## src/rtl/dmem_port.sv

```systemverilog
// dmem_port: memory-side responder for pipeline loads and stores.
//   Accepts one load/store per instruction in MEM, checks alignment and funct3,
//   drives a word-addressed memory handshake with byte masks and lane-replicated
//   store data, and returns the sign/zero-extended load value. The pipeline is
//   stalled while an access is outstanding.
// Ports:
//   clk, rst                    clock, asynchronous active-low reset
//   req_read/req_write          load / store request (write wins if both)
//   req_funct3/addr/wdata       access size/sign, byte address, unshifted store data
//   stall, done, fault          pipeline hold, completion pulse, error flag (with done)
//   load_data                   extended load result, held until the next completion
//   mem_read/mem_write          memory strobes, held high until mem_resp
//   mem_address/wdata/wmask     word address, replicated data, byte enables
//   mem_rdata, mem_resp         memory read data and one-cycle response
module dmem_port #(
    parameter int unsigned TIMEOUT = 255
) (
    input  logic        clk,
    input  logic        rst,
    input  logic        req_read,
    input  logic        req_write,
    input  logic [2:0]  req_funct3,
    input  logic [31:0] req_addr,
    input  logic [31:0] req_wdata,
    output logic        stall,
    output logic        done,
    output logic        fault,
    output logic [31:0] load_data,
    output logic        mem_read,
    output logic        mem_write,
    output logic [31:0] mem_address,
    output logic [31:0] mem_wdata,
    output logic [3:0]  mem_wmask,
    input  logic [31:0] mem_rdata,
    input  logic        mem_resp
);

    localparam logic [1:0] IDLE = 2'd0;
    localparam logic [1:0] BUSY = 2'd1;
    localparam logic [1:0] DONE = 2'd2;

    localparam logic [31:0] TIMEOUT_LAST = 32'(TIMEOUT - 1);

    logic [1:0]  state_q, state_d;
    logic [31:0] addr_q, addr_d;
    logic [2:0]  funct3_q, funct3_d;
    logic        write_q, write_d;
    logic [31:0] wdata_q, wdata_d;
    logic [3:0]  wmask_q, wmask_d;
    logic        fault_q, fault_d;
    logic [31:0] load_data_q, load_data_d;
    logic [31:0] cnt_q, cnt_d;

    logic        req;
    logic        req_fault;
    logic [31:0] st_wdata;
    logic [3:0]  st_wmask;
    logic [31:0] ld_ext;
    logic [7:0]  ld_byte;
    logic [15:0] ld_half;
    logic        busy;
    logic        timeout_hit;

    assign req  = req_read | req_write;
    assign busy = (state_q == BUSY);
    assign timeout_hit = (TIMEOUT != 0) && (cnt_q == TIMEOUT_LAST);

    // Alignment / legality check on the incoming request; write wins over read.
    always_comb begin
        req_fault = 1'b0;
        if (req_write) begin
            unique case (req_funct3)
                3'd0:    req_fault = 1'b0;
                3'd1:    req_fault = req_addr[0];
                3'd2:    req_fault = (req_addr[1:0] != 2'b00);
                default: req_fault = 1'b1;
            endcase
        end else begin
            unique case (req_funct3)
                3'd0, 3'd4: req_fault = 1'b0;
                3'd1, 3'd5: req_fault = req_addr[0];
                3'd2:       req_fault = (req_addr[1:0] != 2'b00);
                default:    req_fault = 1'b1;
            endcase
        end
    end

    // Store lanes are computed at accept time so the memory outputs come from flops.
    always_comb begin
        st_wdata = 32'h0;
        st_wmask = 4'h0;
        if (req_write) begin
            unique case (req_funct3[1:0])
                2'd0: begin
                    st_wdata = {4{req_wdata[7:0]}};
                    st_wmask = 4'b0001 << req_addr[1:0];
                end
                2'd1: begin
                    st_wdata = {2{req_wdata[15:0]}};
                    st_wmask = req_addr[1] ? 4'b1100 : 4'b0011;
                end
                default: begin
                    st_wdata = req_wdata;
                    st_wmask = 4'b1111;
                end
            endcase
        end
    end

    // Load extraction; funct3[2] selects zero extension.
    always_comb begin
        unique case (addr_q[1:0])
            2'd0:    ld_byte = mem_rdata[7:0];
            2'd1:    ld_byte = mem_rdata[15:8];
            2'd2:    ld_byte = mem_rdata[23:16];
            default: ld_byte = mem_rdata[31:24];
        endcase
        ld_half = addr_q[1] ? mem_rdata[31:16] : mem_rdata[15:0];
        unique case (funct3_q[1:0])
            2'd0:    ld_ext = {{24{ld_byte[7] & ~funct3_q[2]}}, ld_byte};
            2'd1:    ld_ext = {{16{ld_half[15] & ~funct3_q[2]}}, ld_half};
            default: ld_ext = mem_rdata;
        endcase
    end

    always_comb begin
        state_d     = state_q;
        addr_d      = addr_q;
        funct3_d    = funct3_q;
        write_d     = write_q;
        wdata_d     = wdata_q;
        wmask_d     = wmask_q;
        fault_d     = fault_q;
        load_data_d = load_data_q;
        cnt_d       = cnt_q;
        unique case (state_q)
            IDLE: begin
                if (req) begin
                    addr_d   = req_addr;
                    funct3_d = req_funct3;
                    write_d  = req_write;
                    wdata_d  = st_wdata;
                    wmask_d  = st_wmask;
                    cnt_d    = 32'h0;
                    if (req_fault) begin
                        state_d     = DONE;
                        fault_d     = 1'b1;
                        load_data_d = 32'h0;
                    end else begin
                        state_d = BUSY;
                        fault_d = 1'b0;
                    end
                end
            end
            BUSY: begin
                cnt_d = cnt_q + 32'd1;
                if (mem_resp) begin
                    state_d     = DONE;
                    fault_d     = 1'b0;
                    load_data_d = write_q ? 32'h0 : ld_ext;
                end else if (timeout_hit) begin
                    state_d     = DONE;
                    fault_d     = 1'b1;
                    load_data_d = 32'h0;
                end
            end
            DONE:    state_d = IDLE;
            default: state_d = IDLE;
        endcase
    end

    always_ff @(posedge clk or negedge rst) begin
        if (!rst) begin
            state_q     <= IDLE;
            addr_q      <= 32'h0;
            funct3_q    <= 3'h0;
            write_q     <= 1'b0;
            wdata_q     <= 32'h0;
            wmask_q     <= 4'h0;
            fault_q     <= 1'b0;
            load_data_q <= 32'h0;
            cnt_q       <= 32'h0;
        end else begin
            state_q     <= state_d;
            addr_q      <= addr_d;
            funct3_q    <= funct3_d;
            write_q     <= write_d;
            wdata_q     <= wdata_d;
            wmask_q     <= wmask_d;
            fault_q     <= fault_d;
            load_data_q <= load_data_d;
            cnt_q       <= cnt_d;
        end
    end

    // stall is combinational on the request so the accept cycle holds upstream.
    assign stall       = ((state_q == IDLE) && req) || busy;
    assign done        = (state_q == DONE);
    assign fault       = done & fault_q;
    assign load_data   = load_data_q;
    assign mem_read    = busy & ~write_q;
    assign mem_write   = busy & write_q;
    assign mem_address = busy ? {addr_q[31:2], 2'b00} : 32'h0;
    assign mem_wdata   = busy ? wdata_q : 32'h0;
    assign mem_wmask   = busy ? wmask_q : 4'h0;

endmodule

```

## config.mk

```make
export PLATFORM = sky130hd
export DESIGN_NAME = dmem_port
export DESIGN_NICKNAME = d
export VERILOG_FILES = /design/src/rtl/dmem_port.sv
export SDC_FILE = /design/constraint.sdc
export NUM_CORES = 1
export LEC_CHECK = 0
export ABC_AREA = 1
export CORE_ASPECT_RATIO = 2
export CORE_MARGIN = 2
export CORE_UTILIZATION = 30
export CTS_CLUSTER_DIAMETER = 80
export DETAILED_ROUTE_END_ITERATION = 7
export SKIP_LAST_GASP = 1
export SYNTH_ARGS = -nofsm -noshare
export SYNTH_HDL_FRONTEND = slang
export SYNTH_SLANG_ARGS = --single-unit
export TNS_END_PERCENT = 1
```

## constraint.sdc

```tcl
create_clock -name clk -period 1.4 [get_ports clk]
set_input_delay 0.28 -clock clk [delete_from_list [all_inputs] [get_ports clk]]
set_output_delay 0.28 -clock clk [all_outputs]
set_load 0.02 [all_outputs]
```

==> flow_summary.toml, run 1 <==
[synth]
synthesis.yosys.warnings = 0
synth-edff-count = 0
sequential_element_share_of_the_synthesized_area_pct = 44.4
synth_cells = 1069
syn_area_um2 = 7840
ys_ff_latch = 139
synthesis.area_per_instance_um2 = 7.34
synth_flop_cell = "sky130_fd_sc_hd__dfrtp_1"
synthDistinctLibCells = 39
synthArstFlopShare_pct = 100

[floorplan]
core_region_area_um2 = 25700
die_h_um = 233
die-width_um = 118
placement_rows = 83
io_pins = 209
design.die.area_um2 = 27500
initial_util_pct = 30.6

[timing]
unrepaired_setup_endpoints_after_global_routing = "yes"
timing.max_slew.rel_slack_pct = 63.5
maxClockFrequency_ghz = 0.529
tightestPinTransition_ns = 0.542
fin_skew_ns = 0.0102
layout_setup_ws_ns = -0.489
final_max_slew_viol_count = 0
final.min_clock_period_ns = 1.89
hold_viol_final = 0
final-setup-viol-count = 242
timing.final.crit_share_pct = 135

[cells_and_area]
top_library_cells_by_usage_in_the_layout_fill_and_taps_aside = "sky130_fd_sc_hd__nand2_1, sky130_fd_sc_hd__inv_1, sky130_fd_sc_hd__buf_4, sky130_fd_sc_hd__dfrtp_1, sky130_fd_sc_hd__clkdlybuf4s50_1"
drive_above_1_share_pct = 26.2
final_net_count = 1517
layout.cells.most_common = "sky130_fd_sc_hd__nand2_1"
final_design_area_no_fill_um2 = 12300
area_growth_from_synthesis_to_layout_pct = 56.4

[status]
run_status = "finished, violations left"
violated_checks = "setup timing"

[worst_setup_path]
r2r_cells = 8
crit-reg2reg-launch = "state_q[1]$_DFFE_PN0P_"
startpoint_type = "register"
end_kind = "output port"
worst-r2r-setup-slack_ns = -0.31
timing.critical_path.fanout_max = 26
r2r_end = "addr_q[11]$_DFFE_PN0P_"
timing.setup.critical_path_class = "register to output port"
critical_path_arrival_ns = 1.61
critical_path_rt_ns = 1.12

[global_routing]
grt_remaining_overflow = 0
grt_pass1_vias = 8438
wire_length_of_the_first_global_routing_pass_um = 43300
grt_usage_pct = 20.3
grt_start_max_net_pins = 50
number_of_antenna_violations_at_the_first_check_in_global_routing = 2

[route]
viasPerCell = 4.67
drtIter0Drc = 334
antenna_left = 0
drt_pre_antenna_iters = 4
avgRoutedWirePerCell_um = 15.6
drcViolationCount = 0
postRouteWirelength_um = 27600
vias = 8253

[place]
dpl_worst_slack_ns = -0.530
numPortBuffers = 206
place.detailed.hpwl_um = 21600
gpl.final_weighted_congestion = 0.918
postPlaceCellArea_um2 = 11600

[clocking]
cts-htree-levels = 4
insertion_delay_to_the_later_sink_of_the_worst_skew_pair_ns = 0.43
cts_root_buffer = "sky130_fd_sc_hd__clkbuf_16"
tritoncts = "yes"
clk_transition_reported_paths_ns = 0.06
cts_made_buffers = 17
clockBufferDepth = 2
clkSinkCount = 139

[run]
drv.max_cap_violation_count = 0

[pwr]
totalPowerFinal_uw = 20000
cellPowerDensity_nw_per_um2 = 1630
ir_worst_vdd_v = 0.000798
cellLeakagePower_uw = 0.00588

[hold_path]
worstHoldPathType = "primary input to asynchronous set/reset pin"
## how the worst max path moves through the flow
stage	start	endpoint	slack [ns]	cells after the start
CTS	state_q[1]$_DFFE_PN0P_	mem_address[27]	-0.52	6
floorplan	cnt_q[0]$_DFFE_PN0P_	load_data[0]$_DFFE_PN0P_	-0.03	12
detailed placement	req_write	addr_q[11]$_DFFE_PN0P_	-0.53	6
global route	state_q[1]$_DFFE_PN0P_	mem_address[27]	-0.57	6
global placement	req_write	load_data[17]$_DFFE_PN0P_	-0.47	10
finish	state_q[1]$_DFFE_PN0P_	mem_address[23]	-0.49	5
## worst max-delay path, cell delays in order (launching register included)
cell and delay (ns):
sky130_fd_sc_hd__dfrtp_1 0.40, sky130_fd_sc_hd__inv_2 0.09, sky130_fd_sc_hd__nand2_4 0.10, sky130_fd_sc_hd__buf_12 0.19
sky130_fd_sc_hd__nor2_2 0.09, sky130_fd_sc_hd__clkdlybuf4s15_2 0.30
## final cells by class
class                           instances  area (um2)
Tap cell                              340         425
Timing Repair Buffer                  369        3500
Clock inverter                          9         113
Sequential cell                       139        3480
Inverter                              163         634
Fill cell                            2590       13400
Multi-Input combinational cell        721        3630
Antenna cell                            4        10.0
Clock buffer                           23         478
## per-stage QoR
step,TNS (ns),instances,hold WS [ns],utilization [%]
detailed placement,-80.15,1726,0.210,45.2
global route,-90.30,1766,0.338,47.8
global placement,-78.92,1726,0.208,45.2
floorplan,-0.942,1070,-0.0156,-
CTS,-73.11,1764,0.319,47.8
finish,-67.24,1768,0.321,47.8
## registers in the layout, indices dropped and copies added (netlist names)
register,count
load_data,32
wmask_q,4
wdata_q,32
addr_q,32
write_q,1
state_q,2
cnt_q,32
fault_q,1
funct3_q,3
## synthesized netlist by cell type (7+ instances only)
master                     count  share of area, %
sky130_fd_sc_hd__a21oi_1      30               1.9
sky130_fd_sc_hd__buf_2        10              0.64
sky130_fd_sc_hd__buf_4        10              0.96
sky130_fd_sc_hd__buf_6         7               1.0
sky130_fd_sc_hd__clkbuf_1     18              0.86
sky130_fd_sc_hd__dfrtp_1     139                44
sky130_fd_sc_hd__inv_1       155               7.4
sky130_fd_sc_hd__nand2_1     282                13
sky130_fd_sc_hd__nand3_1      70               4.5
sky130_fd_sc_hd__nor2_1      130               6.2
sky130_fd_sc_hd__nor3_1       12              0.77
sky130_fd_sc_hd__o211ai_1      8              0.77
sky130_fd_sc_hd__o21ai_0      90               5.7
sky130_fd_sc_hd__o21ai_1      11              0.70
sky130_fd_sc_hd__o22ai_1      28               2.2
sky130_fd_sc_hd__o22ai_2      19               3.0
sky130_fd_sc_hd__or2_2        10              0.80
## cells by family (layout without fill, tap and decap cells)
logic type / after synthesis / in the layout / share of synthesized area [%]
AO/OA/AOI/OAI: 191 / 191 / 15.0
adder cells (fa/ha/maj): 2 / 2 / 0.319
buffers and inverters: 210 / 564 / 11.5
flip-flops: 139 / 139 / 44.4
multiplexers: 1 / 1 / 0.128
other: 1 / 6 / 0.0478
AND/OR/NAND/NOR: 525 / 525 / 28.6
## metal layers
metal / vias to the layer above / wire length [um] / GRT usage (%)
met5: - / 0 / 0
met4: 0 / 1640 / 14.0
met3: 80 / 1110 / 3.92
met2: 229 / 15100 / 38.3
met1: 3869 / 9750 / 19.4
li1: 4075 / - / -
## timing repair
action | 4_1_cts | 5_1_grt
setup endpoints to repair | 242 | 242
resized for setup | 229 | 1
cloned | 2 | 0
hold buffers | 1 | 0
endpoints found under the hold margin | 26 | 0
pin swaps | 3 | 0
buffers inserted | 3 | 0
## power by group
group          leakage (uW)  switching (uW)  internal [uW]
registers           0.00183             490           5280
logic               0.00377            5590           4060
clock network      0.000276            1770           2770
No activity file was read; power rests on OpenSTA's default activity.
==> inputs of run 2 (changes only) <==
Settings changed: CORE_UTILIZATION 30 to 45, PLACE_DENSITY from default to 0.78.
==> run 2 against run 1 <==
  * The run still ends with setup timing left
  * Critical path type unchanged
  * Critical path depth is the same
  * Routed wire length decreased by 4.6%
  * Via count grew 1.3%
  * Worst hold slack got worse by 0.0082 ns
==> flow_summary.toml, run 2 (synthesis gave the netlist of run 1 again) <==
[cells_and_area]
final_net_count = 1499
final_design_area_no_fill_um2 = 11600
antenna_cells_inserted = 0
post-route-util_pct = 67.8
drive_above_1_share_pct = 25.7
top_library_cells_by_usage_in_the_layout_fill_and_taps_aside = "sky130_fd_sc_hd__nand2_1, sky130_fd_sc_hd__inv_1, sky130_fd_sc_hd__dfrtp_1, sky130_fd_sc_hd__clkdlybuf4s50_1, sky130_fd_sc_hd__buf_4"
layout.cells.most_common = "sky130_fd_sc_hd__nand2_1"
area_growth_from_synthesis_to_layout_pct = 48.6

[pwr]
cellLeakagePower_uw = 0.00580
power_frac_clock_pct = 23.0
switching_share_pct = 40.4
switching_power_of_the_nets_uw = 7930
cellPowerDensity_nw_per_um2 = 1680
power.sequential.fraction_pct = 29.6
power_frac_comb_pct = 47.4
ir_worst_vdd_v = 0.00116
internal-power_uw = 11700

[route]
avgRoutedWirePerCell_um = 16.3
drtIter0Drc = 429
viasPerCell = 5.18
antenna_left = 0
drcViolationCount = 0
postRouteWirelength_um = 26300
drt_pre_antenna_iters = 6
vias = 8363

[global_routing]
number_of_antenna_violations_at_the_first_check_in_global_routing = 0
grt_remaining_overflow = 0
grt_pass1_vias = 8425
top_usage_layer_grt = "met2"
grt_util_met2_pct = 52.9
grt_usage_pct = 28.2
grt.met3_usage_pct = 5.24
groute.layer.met1.usage_pct = 28.9
wire_length_of_the_first_global_routing_pass_um = 41500
grt_start_max_net_pins = 72

[clocking]
clockBufferDepth = 2
tritoncts = "yes"
insertion_delay_to_the_later_sink_of_the_worst_skew_pair_ns = 0.42
clk_transition_reported_paths_ns = 0.07
cts_root_buffer = "sky130_fd_sc_hd__clkbuf_16"
clkSinkCount = 139
cts-htree-levels = 4
cts_made_buffers = 17

[timing]
layout_setup_ws_ns = -0.444
final_max_slew_viol_count = 0
unrepaired_setup_endpoints_after_global_routing = "yes"
fin_skew_ns = 0.0106
timing.final.crit_share_pct = 132
setup_total_negative_slack_ns = -61.70
maxClockFrequency_ghz = 0.542
final.min_clock_period_ns = 1.84
final-setup-viol-count = 237
hold_viol_final = 0

[floorplan]
io_pins = 209
die_h_um = 191
die-width_um = 97.3
core_region_area_um2 = 17200
initial_util_pct = 45.6
design.die.area_um2 = 18600
placement_rows = 68

[run]
drv.max_cap_violation_count = 0

[place]
place.detailed.hpwl_um = 19800
postPlaceCellArea_um2 = 11300
numPortBuffers = 206
gpl.final_weighted_congestion = 0.934
dpl_worst_slack_ns = -0.751

[status]
violated_checks = "setup timing"
run_status = "finished, violations left"

[worst_setup_path]
timing.critical_path.fanout_max = 22
worst-r2r-setup-slack_ns = -0.32
end_kind = "output port"
startpoint_type = "register"
critical_path_rt_ns = 1.12
critical_path_arrival_ns = 1.56
timing.setup.critical_path_class = "register to output port"

[hold_path]
worstHoldPathType = "primary input to asynchronous set/reset pin"
==> run 2: repair_timing <==
item	in CTS	in global routing
endpoints found under the hold margin	27	0
gates cloned	0	2
endpoints found under the setup margin	237	239
hold buffers	1	0
buffers inserted	0	1
resized for setup	151	111
==> run 2: layout make-up <==
cell class	count	area (um2)
Fill cell	1472	5540
Multi-Input combinational cell	721	3640
Sequential cell	139	3480
Timing Repair Buffer	351	3060
Inverter	163	624
Clock buffer	20	447
Tap cell	210	263
Clock inverter	12	141
==> run 2: path summary, 6_finish.rpt <==
path / from / endpoint / depth (start not counted)
max: state_q[1]$_DFFE_PN0P_ / mem_write / 5
min reg2reg: load_data[20]$_DFFE_PN0P_ / load_data[20]$_DFFE_PN0P_ / 2
max reg2reg: state_q[1]$_DFFE_PN0P_ / wdata_q[28]$_DFFE_PN0P_ / 10
min: rst / cnt_q[19]$_DFFE_PN0P_ / 2
min in group clk: req_addr[4] / addr_q[4]$_DFFE_PN0P_ / 3
max in group asynchronous: rst / load_data[21]$_DFFE_PN0P_ / 3
==> run 2: per-stage QoR <==
step | hold slack [ns] | cells | total power (uW)
global route | 0.337 | 1616 | 20800
finish | 0.313 | 1616 | 19600
floorplan | -0.0156 | 1070 | 11400
detailed placement | 0.191 | 1580 | 15200
CTS | 0.317 | 1613 | 19600
global placement | 0.186 | 1580 | 15000
==> run 2: layer usage <==
layer | share of wire (%) | vias to the layer above | routed length, um
li1 | - | 4032 | -
met1 | 35 | 3925 | 9220
met2 | 54 | 319 | 14300
met3 | 4.9 | 87 | 1300
met4 | 5.7 | 0 | 1490
met5 | 0 | - | 0
==> run 2: power groups by stage <==
stage          Sequential [uW]  Combinational, uW  Clock (uW)
4_1_cts                   5800               9240        4550
5_1_grt                   5930              10100        4710
6_report                  5800               9300        4500
3_3_place_gp              5820               9140           0
3_5_place_dp              5860               9330           0
2_1_floorplan             5980               5440           0
==> run 2: worst max-delay path: stages, from the launching register on <==
cell	delay [ns]
sky130_fd_sc_hd__dfrtp_1	0.39
sky130_fd_sc_hd__inv_2	0.11
sky130_fd_sc_hd__nand2_8	0.11
sky130_fd_sc_hd__buf_16	0.20
sky130_fd_sc_hd__nor2_1	0.14
sky130_fd_sc_hd__buf_4	0.17
==> inputs of run 3 (changes only) <==
Clock period 1.4 ns to 1.5 ns, I/O delays scaled along.
==> run 3 against run 2 <==
  * Utilization is 2.5 points lower
  * The run still ends with setup timing left
  * Largest power group unchanged
  * Critical path type unchanged
  * Critical endpoint is now mem_wmask[1]
  * Non-clock buffer count is 44 lower
  * Global-route usage is 1.5 points lower
  * Die area stayed put
  * Clock power is 7.1% lower
  * Highest routed layer unchanged
  * Flip-flop and latch count stayed put
  * Clock-buffer cell count is 1 lower
  * First-iteration DRC count is 4.4% higher
  * Routed wire length is 5.3% lower
  * Register-to-register slack better by 0.08 ns
  * Worst hold slack better by 0.0015 ns
==> flow_summary.toml, run 3 (synthesis gave the netlist of run 1 again) <==
[clocking]
tritoncts = "yes"
clockBufferDepth = 2
cts-htree-levels = 4
clkSinkCount = 139
cts_made_buffers = 17
insertion_delay_to_the_later_sink_of_the_worst_skew_pair_ns = 0.42
cts_root_buffer = "sky130_fd_sc_hd__clkbuf_16"
clk_transition_reported_paths_ns = 0.07

[floorplan]
core_region_area_um2 = 17200
die_h_um = 191
io_pins = 209
design.die.area_um2 = 18600
initial_util_pct = 45.6
placement_rows = 68
die-width_um = 97.3

[pwr]
power.sequential.fraction_pct = 30.8
internal-power_uw = 10600
cellPowerDensity_nw_per_um2 = 1580
totalPowerFinal_uw = 17700
cellLeakagePower_uw = 0.00563
ir_worst_vdd_v = 0.000998
switching_power_of_the_nets_uw = 7110
power_frac_clock_pct = 23.6
power_frac_comb_pct = 45.7
switching_share_pct = 40.1

[worst_setup_path]
startpoint_type = "register"
critical_path_rt_ns = 1.20
crit-reg2reg-launch = "cnt_q[0]$_DFFE_PN0P_"
end_kind = "output port"
timing.critical_path.fanout_max = 25
critical_path_arrival_ns = 1.51
worst_setup_path_startpoint = "state_q[1]$_DFFE_PN0P_"
timing.setup.critical_path_class = "register to output port"

[global_routing]
number_of_antenna_violations_at_the_first_check_in_global_routing = 0
grt_start_max_net_pins = 64
grt_remaining_overflow = 0
grt_usage_pct = 26.7
wire_length_of_the_first_global_routing_pass_um = 39600
grt_pass1_vias = 8377

[timing]
unrepaired_setup_endpoints_after_global_routing = "yes"
hold_slack_ns = 0.314
timing.final.crit_share_pct = 121
fin_skew_ns = 0.00906
hold_viol_final = 0
final-setup-viol-count = 226
tightestPinTransition_ns = 0.541
final.min_clock_period_ns = 1.81
final_max_slew_viol_count = 0
timing.max_slew.rel_slack_pct = 63.6
layout_setup_ws_ns = -0.308
maxClockFrequency_ghz = 0.553

[route]
drcViolationCount = 0
vias = 8180
postRouteWirelength_um = 25000
avgRoutedWirePerCell_um = 15.9
drtIter0Drc = 448
drt_pre_antenna_iters = 5
viasPerCell = 5.20
antenna_left = 0

[cells_and_area]
final_net_count = 1455
stdcell_count = 1572
fillCellCount = 1460
antenna_cells_inserted = 0
drive_above_1_share_pct = 20.2
layout.cells.most_common = "sky130_fd_sc_hd__nand2_1"
area_growth_from_synthesis_to_layout_pct = 43.0
top_library_cells_by_usage_in_the_layout_fill_and_taps_aside = "sky130_fd_sc_hd__nand2_1, sky130_fd_sc_hd__inv_1, sky130_fd_sc_hd__dfrtp_1, sky130_fd_sc_hd__clkdlybuf4s50_1, sky130_fd_sc_hd__nor2_1"

[place]
placedCellCount = 1536
gpl.final_weighted_congestion = 0.974
place.detailed.hpwl_um = 18900
numPortBuffers = 206
dpl_worst_slack_ns = -0.739

[status]
run_status = "finished, violations left"
violated_checks = "setup timing"

[hold_path]
worstHoldPathType = "primary input to asynchronous set/reset pin"

[run]
drv.max_cap_violation_count = 0
run 3: area by class of cell:
type | instances | area [um2] | area share (%)
clock buffers | 19 | 443 | 3.95
flip-flops and latches | 139 | 3480 | 31.0
multi-input cells | 721 | 3540 | 31.5
clock inverters | 13 | 144 | 1.28
well taps | 210 | 263 | 2.34
inverters | 163 | 624 | 5.57
repair buffers | 307 | 2720 | 24.3
run 3: stage by stage:
stage          setup TNS (ns)  utilization [%]  instance area (um2)
2_1_floorplan           -3.20                -                 7850
3_3_place_gp           -84.38             62.8                10800
3_5_place_dp           -84.52             62.8                10800
4_1_cts                -42.29             64.5                11100
5_1_grt                -61.43             65.2                11200
6_report               -39.89             65.2                11200
run 3: path summary, 6_finish.rpt:
check                                       endpoint  slack, ns  cells after the start
setup / recovery                        mem_wmask[1]      -0.31                      5
hold / removal                 addr_q[4]$_DFFE_PN0P_       0.31                      2
setup reg to reg           load_data[29]$_DFFE_PN0P_      -0.24                     12
hold reg to reg            load_data[27]$_DFFE_PN0P_       0.47                      2
max in group asynchronous  load_data[12]$_DFFE_PN0P_       0.63                      3
min in group clk              addr_q[11]$_DFFE_PN0P_       0.44                      3
run 3: repair_timing:
item,in CTS,in global routing
hold buffers,1,0
pin swaps,0,2
resized for setup,300,27
gates cloned,0,2
endpoints found under the hold margin,22,0
setup endpoints to repair,226,237
setup buffers,0,1
run 3: critical path, stage by stage (launching register included):
cell and delay (ns):
sky130_fd_sc_hd__dfrtp_1 0.40, sky130_fd_sc_hd__inv_2 0.12, sky130_fd_sc_hd__nand2_8 0.09, sky130_fd_sc_hd__buf_12 0.17, sky130_fd_sc_hd__nor2_1 0.12, sky130_fd_sc_hd__buf_4 0.17
run 3: routing by layer:
metal  wire [um]  track usage, %
met5           0               0
met4        1670            18.3
met3        1290            4.99
met2       13500            49.9
met1        8490            26.3
run 3: power groups by stage:
stage	sequential, uW	clock [uW]	combinational (uW)
3_5_place_dp	5510	0	7980
3_3_place_gp	5460	0	7800
4_1_cts	5450	4220	7810
5_1_grt	5570	4370	8830
2_1_floorplan	5580	0	4780
6_report	5450	4180	8090
